<file path="src/rtl/cpu_flags_pkg.sv">
// Shared condition-code definitions for the flags unit and the decode/branch unit.
// Flags are always packed {N,Z,C,V}; cond_eval is the single source of truth for branch decoding.
package cpu_flags_pkg;

    localparam logic [3:0] COND_EQ = 4'd0;
    localparam logic [3:0] COND_NE = 4'd1;
    localparam logic [3:0] COND_CS = 4'd2;
    localparam logic [3:0] COND_CC = 4'd3;
    localparam logic [3:0] COND_MI = 4'd4;
    localparam logic [3:0] COND_PL = 4'd5;
    localparam logic [3:0] COND_VS = 4'd6;
    localparam logic [3:0] COND_VC = 4'd7;
    localparam logic [3:0] COND_HI = 4'd8;
    localparam logic [3:0] COND_LS = 4'd9;
    localparam logic [3:0] COND_GE = 4'd10;
    localparam logic [3:0] COND_LT = 4'd11;
    localparam logic [3:0] COND_GT = 4'd12;
    localparam logic [3:0] COND_LE = 4'd13;
    localparam logic [3:0] COND_AL = 4'd14;
    localparam logic [3:0] COND_NV = 4'd15;

    localparam int FLG_N = 3;
    localparam int FLG_Z = 2;
    localparam int FLG_C = 1;
    localparam int FLG_V = 0;

    function automatic logic cond_eval(input logic [3:0] cond, input logic [3:0] flags);
        logic n;
        logic z;
        logic c;
        logic v;
        logic res;
        n   = flags[FLG_N];
        z   = flags[FLG_Z];
        c   = flags[FLG_C];
        v   = flags[FLG_V];
        res = 1'b0;
        case (cond)
            COND_EQ: res = z;
            COND_NE: res = ~z;
            COND_CS: res = c;
            COND_CC: res = ~c;
            COND_MI: res = n;
            COND_PL: res = ~n;
            COND_VS: res = v;
            COND_VC: res = ~v;
            COND_HI: res = c & ~z;
            COND_LS: res = ~c | z;
            COND_GE: res = (n == v);
            COND_LT: res = (n != v);
            COND_GT: res = ~z & (n == v);
            COND_LE: res = z | (n != v);
            COND_AL: res = 1'b1;
            COND_NV: res = 1'b0;
            default: res = 1'b0;
        endcase
        return res;
    endfunction

endpackage

</file>
<file path="src/rtl/flag_stack.sv">
// LIFO of saved flag sets for interrupt entry/exit, with full/empty status and an
// illegal-operation pulse. Illegal operations leave count and contents untouched.
module flag_stack
    import cpu_flags_pkg::*;
#(
    parameter int STACK_DEPTH = 4,
    parameter int PTR_W       = 3
) (
    input  logic       clk,
    input  logic       rst_n,
    input  logic       i_push,
    input  logic       i_pop,
    input  logic [3:0] i_push_data,
    output logic [3:0] o_pop_data,
    output logic       o_pop_ok,
    output logic       o_full,
    output logic       o_empty,
    output logic       o_err
);

    localparam logic [PTR_W-1:0] DEPTH_CNT = PTR_W'(STACK_DEPTH);

    logic [PTR_W-1:0] r_count;
    logic [3:0]       r_mem [STACK_DEPTH];
    logic             r_err;

    logic             w_full;
    logic             w_empty;
    logic             w_push_ok;
    logic             w_pop_ok;
    logic             w_illegal;
    logic [PTR_W-1:0] w_top;
    logic [3:0]       w_pop_data;

    assign w_full    = (r_count == DEPTH_CNT);
    assign w_empty   = (r_count == '0);
    assign w_push_ok = i_push & ~i_pop & ~w_full;
    assign w_pop_ok  = i_pop & ~i_push & ~w_empty;
    assign w_illegal = (i_push | i_pop) & ~w_push_ok & ~w_pop_ok;
    assign w_top     = r_count - 1'b1;

    // Read mux over the top entry; compared by value so the pointer width never has to match the array.
    always_comb begin
        w_pop_data = '0;
        for (int i = 0; i < STACK_DEPTH; i++) begin
            if (w_top == PTR_W'(i)) begin
                w_pop_data = r_mem[i];
            end
        end
    end

    always_ff @(posedge clk or negedge rst_n) begin
        if (!rst_n) begin
            r_count <= '0;
            r_err   <= 1'b0;
        end else begin
            r_err <= w_illegal;
            if (w_push_ok) begin
                r_count <= r_count + 1'b1;
            end else if (w_pop_ok) begin
                r_count <= r_count - 1'b1;
            end
        end
    end

    // Storage carries no reset: entries above count are never observed.
    always_ff @(posedge clk) begin
        for (int i = 0; i < STACK_DEPTH; i++) begin
            if (w_push_ok && (r_count == PTR_W'(i))) begin
                r_mem[i] <= i_push_data;
            end
        end
    end

    assign o_pop_data = w_pop_data;
    assign o_pop_ok   = w_pop_ok;
    assign o_full     = w_full;
    assign o_empty    = w_empty;
    assign o_err      = r_err;

endmodule

</file>
<file path="src/rtl/status_flags_unit.sv">
// Flags register, masked flag write, registered branch-condition evaluation and flag save stack.
// Define FLAG_BYPASS_EN to evaluate conditions against the forwarded next-flags value.
module status_flags_unit
    import cpu_flags_pkg::*;
#(
    parameter int STACK_DEPTH = 4,
    parameter int PTR_W       = 3
) (
    input  logic       clk,
    input  logic       rst_n,
    input  logic       alu_c,
    input  logic       alu_v,
    input  logic       alu_n,
    input  logic       alu_z,
    input  logic       flag_we,
    input  logic [3:0] flag_mask,
    input  logic [3:0] cond,
    input  logic       cond_valid,
    output logic       take,
    output logic       take_valid,
    input  logic       push,
    input  logic       pop,
    output logic [3:0] flags_q,
    output logic       stack_full,
    output logic       stack_empty,
    output logic       stack_err
);

    logic [3:0] r_flags;
    logic       r_take;
    logic       r_take_valid;

    logic [3:0] w_alu;
    logic [3:0] w_merged;
    logic [3:0] w_next_flags;
    logic [3:0] w_eval_flags;
    logic [3:0] w_pop_data;
    logic       w_pop_ok;

    flag_stack #(
        .STACK_DEPTH (STACK_DEPTH),
        .PTR_W       (PTR_W)
    ) u_flag_stack (
        .clk         (clk),
        .rst_n       (rst_n),
        .i_push      (push),
        .i_pop       (pop),
        .i_push_data (r_flags),
        .o_pop_data  (w_pop_data),
        .o_pop_ok    (w_pop_ok),
        .o_full      (stack_full),
        .o_empty     (stack_empty),
        .o_err       (stack_err)
    );

    // A legal pop overrides any flag write issued in the same cycle.
    always_comb begin
        w_alu        = '0;
        w_alu[FLG_N] = alu_n;
        w_alu[FLG_Z] = alu_z;
        w_alu[FLG_C] = alu_c;
        w_alu[FLG_V] = alu_v;
        w_merged     = (r_flags & ~flag_mask) | (w_alu & flag_mask);
        w_next_flags = r_flags;
        if (w_pop_ok) begin
            w_next_flags = w_pop_data;
        end else if (flag_we) begin
            w_next_flags = w_merged;
        end
    end

`ifdef FLAG_BYPASS_EN
    assign w_eval_flags = w_next_flags;
`else
    assign w_eval_flags = r_flags;
`endif

    always_ff @(posedge clk or negedge rst_n) begin
        if (!rst_n) begin
            r_flags      <= '0;
            r_take       <= 1'b0;
            r_take_valid <= 1'b0;
        end else begin
            r_flags      <= w_next_flags;
            r_take_valid <= cond_valid;
            if (cond_valid) begin
                r_take <= cond_eval(cond, w_eval_flags);
            end
        end
    end

    assign flags_q    = r_flags;
    assign take       = r_take;
    assign take_valid = r_take_valid;

endmodule

</file>
<file path="config.mk">
export PLATFORM = sky130hd
export DESIGN_NAME = status_flags_unit
export DESIGN_NICKNAME = d
export VERILOG_FILES = /design/src/rtl/cpu_flags_pkg.sv /design/src/rtl/flag_stack.sv /design/src/rtl/status_flags_unit.sv
export SDC_FILE = /design/constraint.sdc
export NUM_CORES = 1
export LEC_CHECK = 0
export CELL_PAD_IN_SITES_DETAIL_PLACEMENT = 0
export CELL_PAD_IN_SITES_GLOBAL_PLACEMENT = 1
export CORE_AREA = 2 2 66 68
export CTS_BUF_LIST = sky130_fd_sc_hd__clkbuf_16
export DETAILED_ROUTE_END_ITERATION = 10
export DIE_AREA = 0 0 68 70
export PLACE_DENSITY = 0.79
export SLEW_MARGIN = 20
export SYNTH_ARGS = -nofsm -noshare
export SYNTH_HDL_FRONTEND = slang
export SYNTH_SLANG_ARGS = --single-unit
</file>
<file path="constraint.sdc">
create_clock -name clk -period 1.6 [get_ports clk]
set_input_delay 0.4 -clock clk [delete_from_list [all_inputs] [get_ports clk]]
set_output_delay 0.4 -clock clk [all_outputs]
set_load 0.005 [all_outputs]
</file>
# Yosys cells after proc, flatten, opt, wreduce, memory -nomap -nowiden

Memory sizes are Yosys's and may differ from the RTL's.
Index checks and enable logic that the tools add are counted.

Add/sub/neg operators: 2
Equal/unequal tests: 24
Muxes and demuxes: 26
Bitwise logic cells: 25
Reduce and logical (&&, ||, !) cells: 12

Operator list:

| operator            | number |
|---|---|
| $mux 4              | 9 |
| $eq 4x4->1 const B  | 8 |
| $eq 4x3->1 const B  | 4 |
| $pmux 1 s16         | 1 |
| $eq 3x2->1 const B  | 4 |
| $reduce_or 4->1     | 3 |
| $mux 1              | 11 |
| $not 1->1           | 10 |
| $and 1x1->1         | 8 |
| $and 4x4->4         | 2 |
| $eq 4x2->1 const B  | 2 |
| $eq 3x1->1 const B  | 2 |
| $logic_not 3->1     | 2 |
| $mux 2              | 3 |
| $mux 3              | 2 |
| $eq 4x1->1 const B  | 1 |
| $logic_and 1x1->1   | 4 |
| $logic_not 4->1     | 1 |
| $not 4->4           | 1 |
| $or 4x4->4          | 1 |
| $reduce_bool 2->1   | 2 |
| $add 3x1->3 const B | 1 |
| $eq 3x3->1 const B  | 1 |
| $or 1x1->1          | 3 |
| 3 further kinds     | 3 |

Register bits after elaboration: 10
Bits in writable memories: 16
Bits of input ports: 18
Output and inout bits: 9
Word-level logic and storage cells: 95
Memories: 1

Memory list:

| memory             | depth | bits a word | read ports | clocked after Yosys merged registers in | wr ports | RTL line         | RTL |
|---|---|---|---|---|---|---|---|
| u_flag_stack.r_mem | 4     | 4           | 4          | 0                                       | 1        | flag_stack.sv:24 | `logic [3:0] r_mem [STACK_DEPTH];` |

# Logic depth before layout (Yosys ltp)

Gate-level depths: netlist of the first run.

Depth in word-level cells: 10
Mapped depth: 8
Gate-level depth less buffers: 7

# Hierarchy

Synthesis of the first run repeated with hierarchy kept, for this count alone.

Cell total of the unflattened synthesis: 127
Area total of the unflattened synthesis: 1418.9 sq um

Modules (own cells, without submodules):

| module            | instances | cells each | area each (sq um) | seq. area each (sq um) |
|---|---|---|---|---|
| flag_stack        | 1         | 87         | 1053.5            | 580.6 |
| status_flags_unit | 1         | 40         | 365.4             | 150.1 |

# Worst setup path after synthesis of the first run

OpenSTA, ideal clock, no wires.

Kind: reg-to-reg
Start: reg u_flag_stack.r_count[0]
End: mem u_flag_stack.r_mem[3][0] (enable)
Setup time: 0.329 ns
Arrival time: 1.426 ns
Data required time: 1.271 ns
Slack: -0.156 ns
Cell stages (with the launch flop): 7
Buffers on the path: 2
Period minus slack after synthesis: 1.756 ns
Cell sequence: dfrtp_1 > inv_1 > ha_1 > clkbuf_2 > clkbuf_1 > and2_1 > nor2_1

Longest elaborated chain between the ends: 10
Elaborated cells between the ends (all ways): 28
Those cells by class: eq/ne (4); mux (14); bitwise (2); reduce/logical (8)

Ends and longest elaborated chain:

| what                                                           | RTL line                | RTL |
|---|---|---|
| start: declaration                                             | flag_stack.sv:23        | `logic [PTR_W-1:0] r_count;` |
| start signal: assignment                                       | flag_stack.sv:59        | `r_count <= r_count + 1'b1;` |
| start signal: assignment                                       | flag_stack.sv:61        | `r_count <= r_count - 1'b1;` |
| $eq 3x3->1 *                                                   | flag_stack.sv:35        | `assign w_full = (r_count == DEPTH_CNT);` |
| named net stack_full                                           | status_flags_unit.sv:24 | `output logic stack_full,` |
| $not 1->1 *                                                    | flag_stack.sv:37        | `assign w_push_ok = i_push & ~i_pop & ~w_full;` |
| $and 1x1->1 *                                                  | flag_stack.sv:37        |  |
| $logic_and 1x1->1                                              | flag_stack.sv:69        | `if (w_push_ok && (r_count == PTR_W'(i))) begin` |
| $mux 1                                                         | flag_stack.sv:69        |  |
| $mux 1 (implied by the code)                                   | flag_stack.sv:70        | `r_mem[i] <= i_push_data;` |
| $reduce_or 4->1 (no source line)                               | -                       |  |
| $mux 2 (no source line) or $mux 1 (tied branches) (3 in a row) | -                       |  |
| end: declaration                                               | flag_stack.sv:24        |  |

Mark *: on every way through the listed nets, which the timed path passes. The rest lies on a longest branch.

==> results.ini, run 1 <==
[timing]
fin_skew_ps = 2.87
hold_viol = 0
final_max_slew_viol_count = 0
post-route-min-period_ps = 1590
setup_viol = 0
setup_slack_ps = 14.5
slew_headroom_pct = 64.5
fin_crit_sh_pct = 99.1
max_freq_ghz = 0.631
rsz0062_at_grt = yes
tightest_slew_ps = 531

[cells_and_area]
seq_area_um2 = 731
area_growth_syn_to_layout_pct = 58.0
multi_input_area_um2 = 818
drive_above_1_share_pct = 34.1
layout_commonest_cell = buf_4
diodes = 0
nets = 209
fillers = 349
final_cell_mix = buf_4 (24), clkdlybuf4s50_1 (21), edfxtp_1 (16), nand2_1 (13), dfrtp_1 (10)
finish.utilization_pct = 53.7

[worst_setup_path]
cp.depth = 7
critPathArrivalTime_ps = 1720
path_max_fanout = 5
critical_path.top_delay_family = compound AO/OA/AOI/OAI gates
critPathKind = flip-flop to flip-flop
cp-start-kind = flip-flop
critPathRequiredTime_ps = 1740
ff2ff_setup_slack_ps = 10
crit_path_end_kind = flip-flop
slowest_delay_ps = 390
critical_path_buf_inv_count = 2
cp-startpoint = u_flag_stack.r_count[1]
worstPathCellList = buf_4 -> ha_4 -> buf_8 -> a221oi_4 -> nor3_2 -> a21oi_1 -> o22ai_1
slowest_stage = dfrtp_1
r2r_cells = 7
r2r_start = u_flag_stack.r_count[1]

[routing]
met1_length_mm = 1.57
wl_mm = 3.51
top_layer = met4
postRouteAntennaNets = 0
route.detailed.drc = 0
dr.first_iter.drc_count = 24
drt_first_pass_iters = 4
wl_met2_mm = 1.81
dr_total_vias = 1160
wl_met3_um = 71
wire_per_inst_um = 15.0
vias_per_cell = 4.96

[die]
io_pins = 27
initial_core_util_pct = 34.0
coreArea_um2 = 4140
die_area_um2 = 4760
rows = 24
die_h_um = 70
dieWidth_um = 68

[grt]
grt_pass1_vias = 1229
grt_overflow = 0
grt_pass1_wl_mm = 5.82
grt_use_total_pct = 16.1
antenna_found_initial = 0
grt_max_degree = 16

[yosys]
synth_edf_count = 16
async_flop_share_pct = 38.5
ys_seq_area_share_pct = 51.9
synth_area_um2 = 1410
synthFlopType = edfxtp_1
syn_area_per_cell_um2 = 10.9
ys_ff_latch = 26
ys_warn_count = 0
synthesis.nets = 155
syn_inst = 129
synth_cell_types = 34

[hold_path]
hp-class = input pin to async pin

[place]
portBuffers = 26
pre_cts_ws_ps = -260
place.gp.congestion = 0.763
dp_hpwl_mm = 2.40

[cts]
clock-root-buffer = clkbuf_16
clkSlewWorstSetupHoldPaths_ps = 70
insertion_delay_ps = 260
cts-buffers-inserted = 3
cts_sinks = 26
htreeDepth = 1
cts_tree = yes
clockBufferDepth = 2

[flow_run]
maxCapViolCount = 0

[pwr]
powerDensity_nw_per_um2 = 1750
p_leak_nw = 0.906
irDropWorstVdd_mv = 0.734

[status]
status = finished clean

==> power by group <==
group	leakage, nW	internal (mW)	switching, mW
Sequential	0.269	0.900	0.0982
Combinational	0.586	1.16	1.01
Clock	0.0511	0.498	0.233
Total	0.906	2.55	1.35
==> synth_stat cells, drive strengths merged (2+ instances only) <==
cell type	number	area share, %
edfxtp	16	34
nand2	13	3.5
a21oi	10	3.6
dfrtp	10	18
nor2b	9	4.0
ha	8	7.1
nor3	6	2.1
o22ai	5	2.2
xnor2	5	3.1
a221oi	4	2.5
inv	4	1.1
mux2i	4	2.8
nor2	4	1.1
o21ai	4	1.4
buf	3	1.5
nand2b	3	1.3
and2	2	0.89
and3	2	0.89
clkbuf	2	0.62
nand3	2	0.71
xor2	2	1.2
==> worst min path at each step <==
stage | from | end | slack (ps) | cells past startpoint
after CTS | rst_n | u_flag_stack.o_err | 500 | 1
final | rst_n | u_flag_stack.r_count[1] | 480 | 1
after global routing | rst_n | u_flag_stack.r_count[1] | 510 | 1
after global placement | u_flag_stack.r_mem[3][2] | flip-flop | 540 | 2
after floorplan | rst_n | async pin | 100 | 0
after detailed placement | u_flag_stack.r_mem[3][2] | flip-flop | 540 | 2
==> per-stage QoR <==
step	setup TNS [ps]	area [µm²]	cells	total power, mW	hold WS (ps)
floorplan	0	1420	129	1.90	104
detailed placement	-3640	1870	224	2.59	536
CTS	0	2080	232	3.61	496
finish	0	2220	234	3.90	482
global route	-117	2220	234	4.15	511
global placement	-2990	1870	224	2.54	539
==> cells by family after synthesis <==
group / count (synthesis) / synth area share, %
xor+xnor: 7 / 4.36
fa+ha+maj: 8 / 7.11
flops: 26 / 51.9
mux: 5 / 3.64
buf+inv: 9 / 3.20
simple gates: 47 / 17.6
compound gates: 27 / 12.2
==> per-layer routing <==
metal,up-vias,global-route usage (%)
li1,575,-
met1,560,22.3
met2,21,25.9
met3,4,1.93
met4,0,5.33
met5,-,0
==> repair_timing <==
item	4_1_cts	5_1_grt
pin swaps	4	10
hold buffers	0	0
setup buffers	5	2
gates resized for setup	27	24
endpoints found under the setup margin	9	14
==> cell type report <==
cell class	count	area share [%]
timing repair buffer	54	22.0
clock inverter	1	1.35
multi-input combinational	94	36.8
clock buffer	3	3.38
tap	52	2.93
inverter	4	0.675
sequential	26	32.9
(Power assumes the default switching activity.)
==> run 2: changes to the inputs <==
- CAP_MARGIN: not set -> 20
- PLACE_DENSITY: 0.79 -> not set
- PLACE_DENSITY_LB_ADDON: not set -> 0.15
==> results.ini, run 2 (same netlist as run 1, synthesis figures left out) <==
[worst_setup_path]
critical_path.top_delay_family = flip-flops
slowest_stage = dfrtp_1
worstPathCellList = inv_2 -> ha_4 -> nor2b_4 -> buf_2
path_max_fanout = 4
cp-start-kind = flip-flop
critPathRequiredTime_ps = 1200
crit_path_end_kind = output pin
slowest_delay_ps = 390
critical_path_buf_inv_count = 2
critPathKind = flip-flop to output pin
critPathArrivalTime_ps = 1180

[routing]
wire_per_inst_um = 14.9
drt_first_pass_iters = 2
vias_per_cell = 4.94
wl_mm = 3.40
postRouteAntennaNets = 0
route.detailed.drc = 0
dr.first_iter.drc_count = 39
dr_total_vias = 1126

[cts]
clkSlewWorstSetupHoldPaths_ps = 70
htreeDepth = 1
clockBufferDepth = 2
cts_tree = yes
cts-buffers-inserted = 3
cts_sinks = 26
insertion_delay_ps = 260
clock-root-buffer = clkbuf_16
cts-hold-fix-buffers = 0

[pwr]
p_sw_share_pct = 33.7
irDropWorstVdd_mv = 0.889
p_leak_nw = 0.853
powerDensity_nw_per_um2 = 1730
clockPowerShare_pct = 19.7
power.switching_mw = 1.23
combPwrFrac_pct = 53.1
cellInternalPower_mw = 2.42
p_seq_share_pct = 27.2

[place]
place_area_um2 = 1860
place.gp.congestion = 0.803
portBuffers = 26
dp_hpwl_mm = 2.48

[timing]
post-route-min-period_ps = 1580
final_max_slew_viol_count = 0
hold_viol = 0
setup_viol = 0
fin_skew_ps = 4.88
max_freq_ghz = 0.634
tightest_slew_ps = 356
rsz0062_at_grt = yes
fin_crit_sh_pct = 98.5
slew_headroom_pct = 76.2
hold_ws_ps = 433

[hold_path]
hp-class = input pin to async pin

[grt]
use_met1_pct = 21.7
antenna_found_initial = 0
grt_use_total_pct = 16.0
grt_max_degree = 16
grt_pass1_vias = 1163
busiest_layer = met2
grtUsageMet2_pct = 25.6
grt_pass1_wl_mm = 5.64
met3_usage_pct = 3.70
grt_overflow = 0

[cells_and_area]
fillers = 379
seq_area_um2 = 733
area_growth_syn_to_layout_pct = 49.8
drive_above_1_share_pct = 31.3
multi_input_area_um2 = 761
diodes = 0
layout_commonest_cell = clkdlybuf4s50_1
final_cell_mix = clkdlybuf4s50_1 (21), buf_4 (20), edfxtp_1 (16), nand2_1 (13)
stdcell_area_um2 = 2110
nets = 203

[die]
dieWidth_um = 68
coreArea_um2 = 4140
die_h_um = 70
die_area_um2 = 4760
initial_core_util_pct = 34.0
rows = 24
io_pins = 27

[flow_run]
maxCapViolCount = 0

[status]
status = finished clean

run 2: cell count changes in the layout (fill, tap and decap cells not counted), sizes merged:
cell	before	now
buf	30	24
dlygate4sd2	1	2
dlymetal6s2s	2	1
run 2: final timing paths:
path,startpoint,slack (ps),cells after the start,end
max,u_flag_stack.r_count[1],20,4,stack_empty
min in group clk,u_flag_stack.r_mem[3][2],530,2,flip-flop
max in group asynchronous,rst_n,1000,2,async pin
max reg2reg,u_flag_stack.r_count[1],50,7,flip-flop
min,rst_n,430,2,async pin
min reg2reg,u_flag_stack.r_mem[3][2],530,2,flip-flop
run 2: routing by layer:
metal,part of all wire [%],routed length [µm]
met1,47,1590
met2,49,1680
met3,3.1,104
met4,0.85,29
met5,0,0
run 2: through the flow:
stage | utilization [%] | worst slack [ps] | TNS, ps | cells | power [mW]
finish | 50.9 | 23.9 | 0 | 228 | 3.65
detailed placement | 44.8 | -332 | -3920 | 222 | 2.60
global route | 50.9 | -63.8 | -241 | 228 | 3.91
global placement | 44.8 | -235 | -3640 | 222 | 2.60
CTS | 49.4 | 8.39 | 0 | 228 | 3.55
floorplan | - | 7.12 | 0 | 129 | 1.90
run 2: cell type report:
type | count | area share [%]
clock buffer | 3 | 3.56
clock inverter | 1 | 1.42
inverter | 4 | 0.712
multi-input combinational | 94 | 36.1
sequential | 26 | 34.8
tap | 52 | 3.09
timing repair buffer | 48 | 20.4
run 2: repair_timing:
item | 4_1_cts | 5_1_grt
hold endpoints to repair | 0 | 0
pin swaps | 4 | 6
endpoints found under the setup margin | 15 | 12
gates resized for setup | 30 | 13
setup buffers | 3 | 0
gates cloned | 0 | 0
run 2: power by group through the flow:
stage / registers (mW) / logic [mW] / clock network [mW]
after floorplan: 1.04 / 0.860 / 0
after global placement: 1.03 / 1.57 / 0
after detailed placement: 1.04 / 1.56 / 0
after CTS: 0.993 / 1.82 / 0.739
after global routing: 1.02 / 2.12 / 0.768
final: 0.992 / 1.94 / 0.718
==> run 3: changes to the inputs <==
- SKIP_CTS_REPAIR_TIMING: not set -> 1
==> results.ini, run 3 (same netlist as run 1, synthesis figures left out) <==
[flow_run]
maxCapViolCount = 0

[cells_and_area]
fillers = 364
seq_area_um2 = 736
multi_input_area_um2 = 810
diodes = 0
drive_above_1_share_pct = 33.7
layout_commonest_cell = clkdlybuf4s50_1
nets = 205
final_cell_mix = clkdlybuf4s50_1 (21), buf_4 (20), edfxtp_1 (16), nand2_1 (13), a21oi_1 (9)
area_growth_syn_to_layout_pct = 55.4

[pwr]
irDropWorstVdd_mv = 0.879
powerDensity_nw_per_um2 = 1740
p_leak_nw = 0.883
totalPowerFinal_mw = 3.80

[worst_setup_path]
path_max_fanout = 4
crit_path_end_kind = output pin
r2r_cells = 8
critPathKind = flip-flop to output pin
critPathArrivalTime_ps = 1200
slowest_stage = dfrtp_1
r2r_start = u_flag_stack.r_count[1]
critPathRequiredTime_ps = 1200
slowest_delay_ps = 410
worstPathCellList = inv_2 -> ha_4 -> nor2b_4 -> clkbuf_2
ff2ff_setup_slack_ps = 50
cp-start-kind = flip-flop

[routing]
vias_per_cell = 4.92
wl_mm = 3.46
postRouteAntennaNets = 0
dr.first_iter.drc_count = 31
dr_total_vias = 1132
drt_first_pass_iters = 4
route.detailed.drc = 0
wire_per_inst_um = 15.1

[grt]
grt_max_degree = 16
grt_overflow = 0
antenna_found_initial = 0
grt_pass1_vias = 1142
grt_use_total_pct = 15.5
grt_pass1_wl_mm = 5.46

[timing]
tightest_slew_ps = 321
max_freq_ghz = 0.624
setup_viol = 1
hold_viol = 0
setup_slack_ps = -3.40
slew_headroom_pct = 78.5
fin_crit_sh_pct = 100
rsz0062_at_grt = yes
final_max_slew_viol_count = 0
fin_tns_setup_ps = -3.40
hold_ws_ps = 428
post-route-min-period_ps = 1600
fin_skew_ps = 9.78

[die]
coreArea_um2 = 4140
dieWidth_um = 68
initial_core_util_pct = 34.0
die_h_um = 70
io_pins = 27
die_area_um2 = 4760
rows = 24

[cts]
insertion_delay_ps = 260
cts-buffers-inserted = 3
cts_sinks = 26
clock-root-buffer = clkbuf_16
clockBufferDepth = 2
htreeDepth = 1
clkSlewWorstSetupHoldPaths_ps = 70
cts_tree = yes

[place]
portBuffers = 26
dp_hpwl_mm = 2.48
pre_cts_ws_ps = -332
place.gp.congestion = 0.803

[status]
violations = negative setup slack
status = complete, but fails checks

[hold_path]
hp-class = input pin to async pin

## run 3: cell types whose count changed in the layout (fill, tap and decap cells not counted), sizes merged
cell and delta:
clkbuf +2, dlygate4sd2 -2, dlymetal6s2s +2
## run 3: critical path, delay by kind of cell (launching register included)
kind | cells | cell delay, ps
AND/OR/NAND/NOR | 1 | 160
flip-flops | 1 | 410
buffers and inverters | 2 | 210
adder cells (fa/ha/maj) | 1 | 160
## run 3: area by class of cell
cell class / instances / area share [%]
Sequential cell: 26 / 33.6
Timing Repair Buffer: 50 / 20.9
Tap cell: 52 / 2.97
Multi-Input combinational cell: 94 / 37.0
Clock inverter: 1 / 1.37
Clock buffer: 3 / 3.43
Inverter: 4 / 0.686
## run 3: where the power goes
part           total, mW  switching [mW]  internal (mW)  leakage (nW)
logic               2.07           0.973           1.10         0.568
registers           1.00          0.0958          0.909         0.264
clock network      0.724           0.226          0.498        0.0511
total               3.80            1.30           2.51         0.883
## run 3: how the worst max path moves through the flow
stage	startpoint	endpoint	slack, ps	depth (start not counted)
after floorplan	u_flag_stack.r_count[0]	u_flag_stack.r_mem[3][0]	7	6
after global placement	u_flag_stack.r_count[0]	stack_empty	-240	4
after detailed placement	cond[2]	take	-330	6
after CTS	u_flag_stack.r_count[1]	stack_empty	-520	4
after global routing	u_flag_stack.r_count[1]	flip-flop	-80	8
final	u_flag_stack.r_count[1]	stack_empty	-3	4
## run 3: routing by layer
| metal | share of wire (%) | global-route usage [%] |
|---|---|---|
| met1 | 46 | 21.6 |
| met2 | 49 | 24.1 |
| met3 | 3.4 | 3.70 |
| met4 | 0.84 | 4.00 |
| met5 | 0 | 0 |
## run 3: stage by stage
stage	instance area, µm²	utilization [%]	std cells
floorplan	1420	-	129
global placement	1860	44.8	222
detailed placement	1860	44.8	222
CTS	1960	47.3	226
global route	2190	52.8	230
finish	2190	52.8	230
